$ cat src/rtl/fb_rect_writer_if.sv
// Command and pixel-write bus between the render FSM, the rectangle
// writer engine and the frame buffer write port.
interface fb_rect_writer_if;
    // command channel
    logic        cmd_valid;
    logic        cmd_ready;
    logic        cmd_clear;
    logic [7:0]  cmd_x;
    logic [7:0]  cmd_y;
    logic [7:0]  cmd_w;
    logic [7:0]  cmd_h;
    logic [2:0]  cmd_color;
    // frame buffer write channel
    logic        wr_en;
    logic [15:0] wr_addr;
    logic [2:0]  wr_data;
    logic        wr_ready;

    // issuer of commands and owner of the frame buffer memory
    modport master (
        output cmd_valid, cmd_clear, cmd_x, cmd_y, cmd_w, cmd_h, cmd_color, wr_ready,
        input  cmd_ready, wr_en, wr_addr, wr_data
    );

    // the writer engine
    modport slave (
        input  cmd_valid, cmd_clear, cmd_x, cmd_y, cmd_w, cmd_h, cmd_color, wr_ready,
        output cmd_ready, wr_en, wr_addr, wr_data
    );
endinterface

$ cat src/rtl/fb_rect_writer.sv
// Rectangle-fill / screen-clear write engine for the 3-bit render frame
// buffer. Emits one pixel write per accepted cycle in row-major order,
// addr = y*PX_WIDTH + x, with rectangles clipped to the screen.
module fb_rect_writer #(
    parameter int PX_WIDTH  = 160,
    parameter int PX_HEIGHT = 120
) (
    input  logic              clk,
    input  logic              clr,
    fb_rect_writer_if.slave   bus,
    output logic              busy,
    output logic              done
);

    localparam logic [8:0]  W9  = 9'(PX_WIDTH);
    localparam logic [8:0]  H9  = 9'(PX_HEIGHT);
    localparam logic [15:0] W16 = 16'(PX_WIDTH);

    typedef enum logic [1:0] {IDLE, DRAW, DONE} state_t;

    state_t      state, state_nxt;
    logic [8:0]  x, y, x0, x1, y1;
    logic [15:0] addr, row_start;
    logic [2:0]  color;

    logic        accept, fire, last_col, last_px, empty;
    logic [8:0]  bx0, by0, bx1, by1, sx, sy;
    logic [15:0] start_addr;

    // Clipped bounds and start address of the command on the bus
    always_comb begin
        sx    = {1'b0, bus.cmd_x} + {1'b0, bus.cmd_w};
        sy    = {1'b0, bus.cmd_y} + {1'b0, bus.cmd_h};
        bx0   = '0;
        by0   = '0;
        bx1   = W9;
        by1   = H9;
        empty = 1'b0;
        if (!bus.cmd_clear) begin
            bx0   = {1'b0, bus.cmd_x};
            by0   = {1'b0, bus.cmd_y};
            bx1   = (sx > W9) ? W9 : sx;
            by1   = (sy > H9) ? H9 : sy;
            empty = (bus.cmd_w == '0) || (bus.cmd_h == '0) || (bx0 >= W9) || (by0 >= H9);
        end
        start_addr = 16'(by0) * W16 + 16'(bx0);
    end

    assign accept   = (state == IDLE) && bus.cmd_valid;
    assign fire     = (state == DRAW) && bus.wr_ready;
    assign last_col = (x == x1 - 9'd1);
    assign last_px  = last_col && (y == y1 - 9'd1);

    // State register
    always_ff @(posedge clk or posedge clr) begin
        if (clr) state <= IDLE;
        else     state <= state_nxt;
    end

    // Next-state and handshake outputs
    always_comb begin
        state_nxt     = state;
        bus.cmd_ready = 1'b0;
        bus.wr_en     = 1'b0;
        busy          = 1'b0;
        done          = 1'b0;
        case (state)
            IDLE: begin
                bus.cmd_ready = 1'b1;
                if (accept) state_nxt = empty ? DONE : DRAW;
            end
            DRAW: begin
                bus.wr_en = 1'b1;
                busy      = 1'b1;
                if (fire && last_px) state_nxt = DONE;
            end
            DONE: begin
                busy      = 1'b1;
                done      = 1'b1;
                state_nxt = IDLE;
            end
            default: state_nxt = IDLE;
        endcase
    end

    // Raster walker: row base is stepped by PX_WIDTH so the loop needs no multiply
    always_ff @(posedge clk or posedge clr) begin
        if (clr) begin
            x         <= '0;
            y         <= '0;
            x0        <= '0;
            x1        <= '0;
            y1        <= '0;
            addr      <= '0;
            row_start <= '0;
            color     <= '0;
        end else if (accept) begin
            x         <= bx0;
            y         <= by0;
            x0        <= bx0;
            x1        <= bx1;
            y1        <= by1;
            addr      <= start_addr;
            row_start <= start_addr;
            color     <= bus.cmd_color;
        end else if (fire && !last_px) begin
            if (last_col) begin
                x         <= x0;
                y         <= y + 9'd1;
                row_start <= row_start + W16;
                addr      <= row_start + W16;
            end else begin
                x    <= x + 9'd1;
                addr <= addr + 16'd1;
            end
        end
    end

    assign bus.wr_addr = addr;
    assign bus.wr_data = color;

endmodule

$ cat src/flat_wrapper.sv
// flat-port wrapper written by rule: the top's interface ports become plain ports
module fb_rect_writer_flat 
#(
    parameter int PX_WIDTH  = 160,
    parameter int PX_HEIGHT = 120
)
  (clk, clr, busy, done, bus_cmd_valid, bus_cmd_clear, bus_cmd_x, bus_cmd_y, bus_cmd_w, bus_cmd_h, bus_cmd_color, bus_wr_ready, bus_cmd_ready, bus_wr_en, bus_wr_addr, bus_wr_data);
  fb_rect_writer_if bus_i ();
  input  logic clk;
  input  logic clr;
  output logic busy;
  output logic done;
  input wire logic [$bits(bus_i.cmd_valid)-1:0] bus_cmd_valid;
  input wire logic [$bits(bus_i.cmd_clear)-1:0] bus_cmd_clear;
  input wire logic [$bits(bus_i.cmd_x)-1:0] bus_cmd_x;
  input wire logic [$bits(bus_i.cmd_y)-1:0] bus_cmd_y;
  input wire logic [$bits(bus_i.cmd_w)-1:0] bus_cmd_w;
  input wire logic [$bits(bus_i.cmd_h)-1:0] bus_cmd_h;
  input wire logic [$bits(bus_i.cmd_color)-1:0] bus_cmd_color;
  input wire logic [$bits(bus_i.wr_ready)-1:0] bus_wr_ready;
  output wire logic [$bits(bus_i.cmd_ready)-1:0] bus_cmd_ready;
  output wire logic [$bits(bus_i.wr_en)-1:0] bus_wr_en;
  output wire logic [$bits(bus_i.wr_addr)-1:0] bus_wr_addr;
  output wire logic [$bits(bus_i.wr_data)-1:0] bus_wr_data;
  assign bus_i.cmd_valid = bus_cmd_valid;
  assign bus_i.cmd_clear = bus_cmd_clear;
  assign bus_i.cmd_x = bus_cmd_x;
  assign bus_i.cmd_y = bus_cmd_y;
  assign bus_i.cmd_w = bus_cmd_w;
  assign bus_i.cmd_h = bus_cmd_h;
  assign bus_i.cmd_color = bus_cmd_color;
  assign bus_i.wr_ready = bus_wr_ready;
  assign bus_cmd_ready = bus_i.cmd_ready;
  assign bus_wr_en = bus_i.wr_en;
  assign bus_wr_addr = bus_i.wr_addr;
  assign bus_wr_data = bus_i.wr_data;
  fb_rect_writer #(.PX_WIDTH(PX_WIDTH), .PX_HEIGHT(PX_HEIGHT)) u_core (.clk(clk), .clr(clr), .bus(bus_i), .busy(busy), .done(done));
endmodule
$ cat config.mk
export PLATFORM = sky130hd
export DESIGN_NAME = fb_rect_writer_flat
export DESIGN_NICKNAME = d
export VERILOG_FILES = /design/src/rtl/fb_rect_writer_if.sv /design/src/rtl/fb_rect_writer.sv /design/src/flat_wrapper.sv
export SDC_FILE = /design/constraint.sdc
export NUM_CORES = 1
export LEC_CHECK = 0
export BUFFER_PORTS_ARGS = -buffer_cell sky130_fd_sc_hd__buf_2
export CORE_MARGIN = 8
export CORE_UTILIZATION = 40
export DETAILED_ROUTE_END_ITERATION = 8
export GPL_ROUTABILITY_DRIVEN = 0
export SYNTH_ARGS = -nofsm -noshare
export SYNTH_HDL_FRONTEND = slang
export SYNTH_SLANG_ARGS = --single-unit
$ cat constraint.sdc
create_clock -name clk -period 3.8 [get_ports clk]
set_input_delay 0.38 -clock clk [delete_from_list [all_inputs] [get_ports clk]]
set_output_delay 0.38 -clock clk [all_outputs]
set_load 0.01 [all_outputs]
==> results of run 1 <==
[cell type report]
class,count,share of cell area (%)
clock buffer,12,3.643
clock inverter,4,1.066
inverter,25,1.351
multi-input combinational,594,55.94
sequential,81,28.79
tap,188,3.341
timing repair buffer,74,5.865
[metal layers]
layer	vias to the layer above	GRT usage [%]
li1	2740	-
met3	25	3.296
met1	2779	22.44
met2	116	31.13
met4	0	5.090
met5	-	0
[worst max-delay path: cells and delay by family, from the launching register on]
| family | cells | cell delay (ns) |
|---|---|---|
| and+or+nand+nor | 4 | 1.59 |
| AOI/OAI and AO/OA | 4 | 0.56 |
| DFF | 1 | 0.44 |
| buffers and inverters | 2 | 0.36 |
| adders and majority gates | 1 | 0.29 |
[cells by family (layout without fill, tap and decap cells)]
logic type                 Yosys count  in the layout
buffers and inverters               60            115
DFF                                 81             81
xor gates and xnor gates            76             76
and+or+nand+nor                    276            276
adders and majority gates           41             41
muxes                                4              4
AOI/OAI and AO/OA                  197            197
[registers in the layout, indices dropped and copies added, names as in the netlist]
| signal | count |
|---|---|
| u_core.y | 9 |
| u_core.row_start | 16 |
| u_core.state | 2 |
| u_core.bus.wr_addr | 16 |
| u_core.x | 9 |
| u_core.x0 | 8 |
| u_core.y1 | 9 |
| u_core.bus.wr_data | 3 |
| u_core.x1 | 9 |
[how the worst max path moves through the flow]
stage / startpoint / to / cells past startpoint
after floorplan: bus_cmd_clear / u_core.bus.wr_addr[15] / 13
after global placement: u_core.y1[0] / u_core.bus.wr_addr[13] / 11
after detailed placement: u_core.y1[0] / u_core.bus.wr_addr[5] / 11
after CTS: u_core.y1[0] / u_core.bus.wr_addr[5] / 11
after global routing: u_core.y1[0] / u_core.bus.wr_addr[15] / 11
final: u_core.y1[0] / u_core.bus.wr_addr[5] / 11
[cell usage in the layout (no fill, tap or decap), drive strengths merged, types with 12 or more instances in the layout]
| master | count |
|---|---|
| nand3 | 22 |
| clkbuf | 12 |
| nand2 | 97 |
| nor2 | 61 |
| a22o | 15 |
| dfrtp | 81 |
| buf | 74 |
| a31oi | 19 |
| a21oi | 41 |
| xor2 | 31 |
| nor2b | 16 |
| o21ai | 39 |
| inv | 24 |
| xnor2 | 44 |
| ha | 37 |
[report_power, final]
group          internal (mW)  switching [mW]
logic                  0.334           0.373
clock network          0.612           0.365
registers              0.950           0.153
[per-stage QoR]
stage               setup slack [ns]  util, %  total power [mW]  hold WS [ns]  cell area (um2)
floorplan                     0.6755        -             1.599        0.4474             6197
global placement              0.5007    44.30             1.807        0.4586             6709
detailed placement            0.4448    44.30             1.825        0.4654             6709
CTS                           0.4357    46.48             2.815        0.1461             7041
global route                  0.1710    46.48             2.954        0.1746             7041
finish                        0.4014    46.48             2.786        0.1192             7041
==> qor.yml, run 1 <==
global_route:
  grt_pass1_vias: 5821
  antenna_found_initial: 0
  grt_max_degree: 44
  track_usage_pct: 18.00
  grt_pass1_wl_um: 29190
  grt.overflow.total: 0
worst_setup_path:
  r2r-end: "u_core.bus.wr_addr[5]"
  worstPathArrival_ns: 3.61
  start_kind: "flop"
  cp_data_required_time_ns: 4.01
  slowest_delay_ns: 0.70
  rr_startpoint: "u_core.y1[0]"
  reg2reg_slack_ns: 0.40
  worstRegToRegCells: 11
  path_cells: "inv_1, ha_1, nor2b_1, or3_1, a31o_2, nor4_1, and3_1, o21ai_2, buf_4, a21oi_1, a31oi_1"
  worst_path_max_delay_cell: "nor4_1"
  crit_path_end_kind: "flop"
  critPathKind: "flop to flop"
  cp_max_fo: 36
drt:
  highest_layer: "met4"
  met2_length_um: 8328
  drt_first_pass_iters: 5
  wirelength_um: 17010
  drtIter0Drc: 386
  via_count: 5660
  wl_met3_um: 557
  vias_per_cell: 5.787
  drt_drc_violations_left: 0
  drt-met1-wl_um: 7831
  drtAntennaViolNets: 0
  wire_per_inst_um: 17.39
logic_synthesis:
  synth_nets: 815
  synthAdderAreaFrac_pct: 8.601
  ys_ff_latch: 81
  synthCells: 735
  yosys.area.top_type: "dfrtp_1"
  syn_avg_cell_area_um2: 8.432
  ys_seq_area_share_pct: 32.71
  synthTopCellsByCount: "nand2_1 (97), dfrtp_1 (81), nor2_1 (61)"
  syn_area_um2: 6197
  synth_top_family_by_area: "compound AO/OA/AOI/OAI gates"
  synth_most_common_cell: "nand2_1"
  synth_xor_area_share_pct: 10.96
  ys_warn_count: 0
  synth.area.mux_share_pct: 0.6461
  synth_compound_area_share_pct: 21.83
  yosysTopAreaCellShare_pct: 32.71
  synth-async-reset-ratio_pct: 100.0
  synth-edff-count: 0
  synth_flop_cell: "dfrtp_1"
  yosys-top-cells-area: "dfrtp_1 (33%), ha_1 (7.5%), xnor2_1 (6.2%)"
  yosysUniqueCellTypes: 70
  synth_simple_gate_area_share_pct: 21.22
run_status:
  status: "finished clean"
clock_network:
  postCtsHoldBufs: 0
  cts_buffer_depth: 2
  htree_levels: 3
  root_buffer: "clkbuf_16"
  numCtsBuffers: 9
  cts_tree: "built"
  post_cts_buffers: 0
  clkTransAtPathRegs_ns: 0.07
  clk_latency_ns: 0.35
  ctsResizeCount: 0
  cts_sinks: 81
sta:
  timing.final.crit_share_pct: 89.44
  max_freq_mhz: 294.2
  fin_setup_tns_ns: 0
  tightestPinTransition_ns: 0.8470
  drv_slew: 0
  final.min_clock_period_ns: 3.399
  grt_setup_unrepaired: "no"
  setup_viol: 0
  hold_viol_final: 0
  fin_skew_ns: 0.01110
  relSlewSlack_pct: 42.74
floorplanning:
  pin_count: 63
  coreArea_um2: 15150
  die_area_um2: 19730
  initial_core_util_pct: 40.92
  die_y_um: 140.5
  fp.dieW_um: 140.5
  rows: 45
hold_path:
  holdCritPathClass: "input pin to asynchronous set/reset pin"
finish:
  num_antenna_cells: 0
  syn2layout_area_growth_pct: 13.61
  regArea_um2: 2027
  multiInputGateArea_um2: 3939
  fill_cells: 1468
  drive_gt1_share_pct: 12.91
  fin_nets: 865
  finalNonFillerCells: 978
flow_run:
  drv_cap: 0
power_and_ir_drop:
  p_per_area_nw_per_um2: 395.7
  vdd.ir_drop.worst_mv: 0.2432
  leakage_nw: 3.181
place:
  dp_hpwl_um: 12590
  dp_cells: 962
  numPortBuffers: 62
No activity file was read; power rests on OpenSTA's default activity.
==> inputs of run 2 (changes only) <==
Settings changed: ABC_AREA set to 1.
==> qor.yml, run 2 <==
run_status:
  status: "finished clean"
worst_setup_path:
  worst_path_max_delay_cell: "fa_1"
  start_kind: "input pin"
  critPathKind: "input pin to flop"
  crit_path_end_kind: "flop"
  path_cells: "buf_2, nor2_1, inv_1, nor2_1, nor2_1, ha_1, fa_1, nand3_1, nand3_1, xor2_1, inv_1, nor2_1, xor2_1, nand2_1, nand2_1, nand3_1, nand2_1"
  worstPathArrival_ns: 3.08  # -0.53 ns
  worstRegToRegCells: 16  # +5
  cp_max_fo: 13  # -64%
  reg2reg_slack_ns: 1.21  # +0.81 ns
  r2r-end: "u_core.x[4]"
  cp_data_required_time_ns: 4.09  # +0.08 ns
  rr_startpoint: "u_core.y1[0]"
  slowest_delay_ns: 0.43  # -0.27 ns
  crit_top_cell: "nor2_1"
logic_synthesis:
  synth.area.mux_share_pct: 0  # -0.65 points
  synth_compound_area_share_pct: 6.738  # -15 points
  ys_ff_latch: 81  # unchanged
  ys_warn_count: 0  # unchanged
  synth_flop_cell: "dfrtp_1"
  synth-edff-count: 0  # unchanged
  synthCells: 1009  # +37%
  syn_area_um2: 6740  # +8.8%
  synth_top_family_by_area: "simple AND/OR/NAND/NOR gates"
  yosys-top-cells-area: "dfrtp_1 (30%), nand2_1 (21%), nand3_1 (7.6%)"
  synth_simple_gate_area_share_pct: 40.54  # +19 points
  synth-async-reset-ratio_pct: 100.0  # unchanged
  synth_nets: 1089  # +34%
  yosysTopAreaCellShare_pct: 30.07  # -2.6 points
  synth_xor_area_share_pct: 6.497  # -4.5 points
  yosys.area.top_type: "dfrtp_1"
  synthTopCellsByCount: "nand2_1 (372), nand3_1 (102), inv_1 (100)"
  yosysUniqueCellTypes: 44  # -37%
  synth_most_common_cell: "nand2_1"
  ys_seq_area_share_pct: 30.07  # -2.6 points
  syn_avg_cell_area_um2: 6.680  # -21%
  synthAdderAreaFrac_pct: 7.759  # -0.84 points
place:
  pre_cts_ws_ns: 0.6476  # +0.2027 ns
  place_area_um2: 7261  # +8.2%
  dp_hpwl_um: 13600  # +8.1%
  numPortBuffers: 62  # unchanged
clock_network:
  root_buffer: "clkbuf_16"
  post_cts_buffers: 0  # unchanged
  ctsResizeCount: 0  # unchanged
  numCtsBuffers: 9  # unchanged
  postCtsHoldBufs: 1  # +1
  cts_sinks: 81  # unchanged
  cts_tree: "built"
  clkTransAtPathRegs_ns: 0.06  # about the same
  clk_latency_ns: 0.35  # about the same
  htree_levels: 3  # unchanged
  cts_buffer_depth: 2  # unchanged
global_route:
  track_usage_pct: 17.78  # -0.22 points
  grt_pass1_wl_um: 31420  # +7.6%
  grt_max_degree: 76  # +73%
  grt.overflow.total: 0  # unchanged
  antenna_found_initial: 0  # unchanged
  grt_pass1_vias: 6327  # +8.7%
finish:
  layout_commonest_cell: "nand2_1"
  fin_nets: 1145  # +32%
  drive_gt1_share_pct: 12.54  # -0.38 points
  syn2layout_area_growth_pct: 12.23
  num_antenna_cells: 0  # unchanged
  fin_area_um2: 7565  # +7.4%
  layout_common_cells: "nand2_1 (371), nand3_1 (102), inv_1 (99), dfrtp_1 (81), nor2_1 (72)"
drt:
  wire_per_inst_um: 14.15  # -19%
  drtAntennaViolNets: 0  # unchanged
  drt_first_pass_iters: 5  # unchanged
  vias_per_cell: 5.009  # -13%
  drt_drc_violations_left: 0  # unchanged
  wirelength_um: 18240  # +7.3%
  drtIter0Drc: 453  # +17%
  via_count: 6457  # +14%
sta:
  drv_slew: 0  # unchanged
  setup_ws_ns: 1.007  # +0.6055 ns
  fin_skew_ns: 0.007278  # -0.003822 ns
  timing.final.crit_share_pct: 73.50  # -16 points
  hold_viol_final: 0  # unchanged
  setup_viol: 0  # unchanged
  relSlewSlack_pct: 50.72  # +8.0 points
  grt_setup_unrepaired: "no"
  tightestPinTransition_ns: 0.7384  # -0.1085 ns
  final.min_clock_period_ns: 2.793  # -0.6055 ns
  fin_hold_ws_ns: 0.2267  # +0.1075 ns
  fin_setup_tns_ns: 0  # unchanged
  max_freq_mhz: 358.0  # +22%
hold_path:
  whs_path_depth: 3
  hold_start: "bus_cmd_color[1]"
  holdCritPathClass: "input pin to flop"
  whs_endpoint: "u_core.bus.wr_data[1]"
power_and_ir_drop:
  p_per_area_nw_per_um2: 588.8  # +49%
  leakage_nw: 4.098  # +29%
  vdd.ir_drop.worst_mv: 0.3326  # +37%
floorplanning:
  initial_core_util_pct: 40.79  # -0.13 points
  fp.dieW_um: 145.8  # +3.8%
  rows: 47  # +4.4%
  die_y_um: 145.8  # +3.8%
  die_area_um2: 21260  # +7.7%
  pin_count: 63  # unchanged
  coreArea_um2: 16520  # +9.1%
flow_run:
  drv_cap: 0  # unchanged
[run 2: how the worst max path moves through the flow]
stage,cells after the start,startpoint,slack (ns),endpoint
floorplan,16,bus_cmd_y[1],1.19,u_core.row_start[12]
global placement,17,bus_cmd_clear,0.74,u_core.row_start[13]
detailed placement,17,bus_cmd_clear,0.65,u_core.row_start[13]
CTS,17,bus_cmd_clear,1.01,u_core.row_start[13]
global route,16,bus_cmd_clear,0.62,u_core.row_start[12]
finish,17,bus_cmd_clear,1.01,u_core.row_start[13]
[run 2: worst max-delay path: cells and delay by family]
kind / cells / cell delay (ns)
xor gates and xnor gates: 2 / 0.45
adders and majority gates: 2 / 0.66
buffers and inverters: 3 / 0.34
and+or+nand+nor: 10 / 1.25
[run 2: area by class of cell]
type / instances / area [um2]
Clock buffer: 9 / 225.2
Inverter: 107 / 402.9
Timing Repair Buffer: 74 / 415.4
Fill cell: 1768 / 8960
Clock inverter: 6 / 68.82
Sequential cell: 81 / 2027
Multi-Input combinational cell: 792 / 4150
Tap cell: 220 / 275.3
[run 2: power breakdown]
part	switching, mW	internal [mW]
combinational	1.41	0.744
clock	0.379	0.509
sequential	0.283	1.13
[run 2: cells by family (layout without fill, tap and decap cells)]
family	Yosys count	count (layout)
AOI/OAI and AO/OA	83	83
adders and majority gates	40	40
buffers and inverters	136	196
xor gates and xnor gates	50	50
DFF	81	81
and+or+nand+nor	619	619
[run 2: through the flow]
step           cells  util, %  total power [mW]
3_3_place_gp    1273    43.94             3.561
4_1_cts         1289    45.78             4.486
3_5_place_dp    1273    43.94             3.577
2_1_floorplan   1009        -             3.026
6_report        1289    45.78             4.454
5_1_grt         1289    45.78             4.898
[run 2: per-layer routing]
metal | vias to the layer above | part of all wire (%) | global-route usage, %
met4 | 0 | 1.5 | 5.622
met5 | - | 0 | 0
met1 | 2980 | 48 | 22.90
met2 | 112 | 47 | 30.00
li1 | 3347 | - | -
met3 | 18 | 3.2 | 2.581
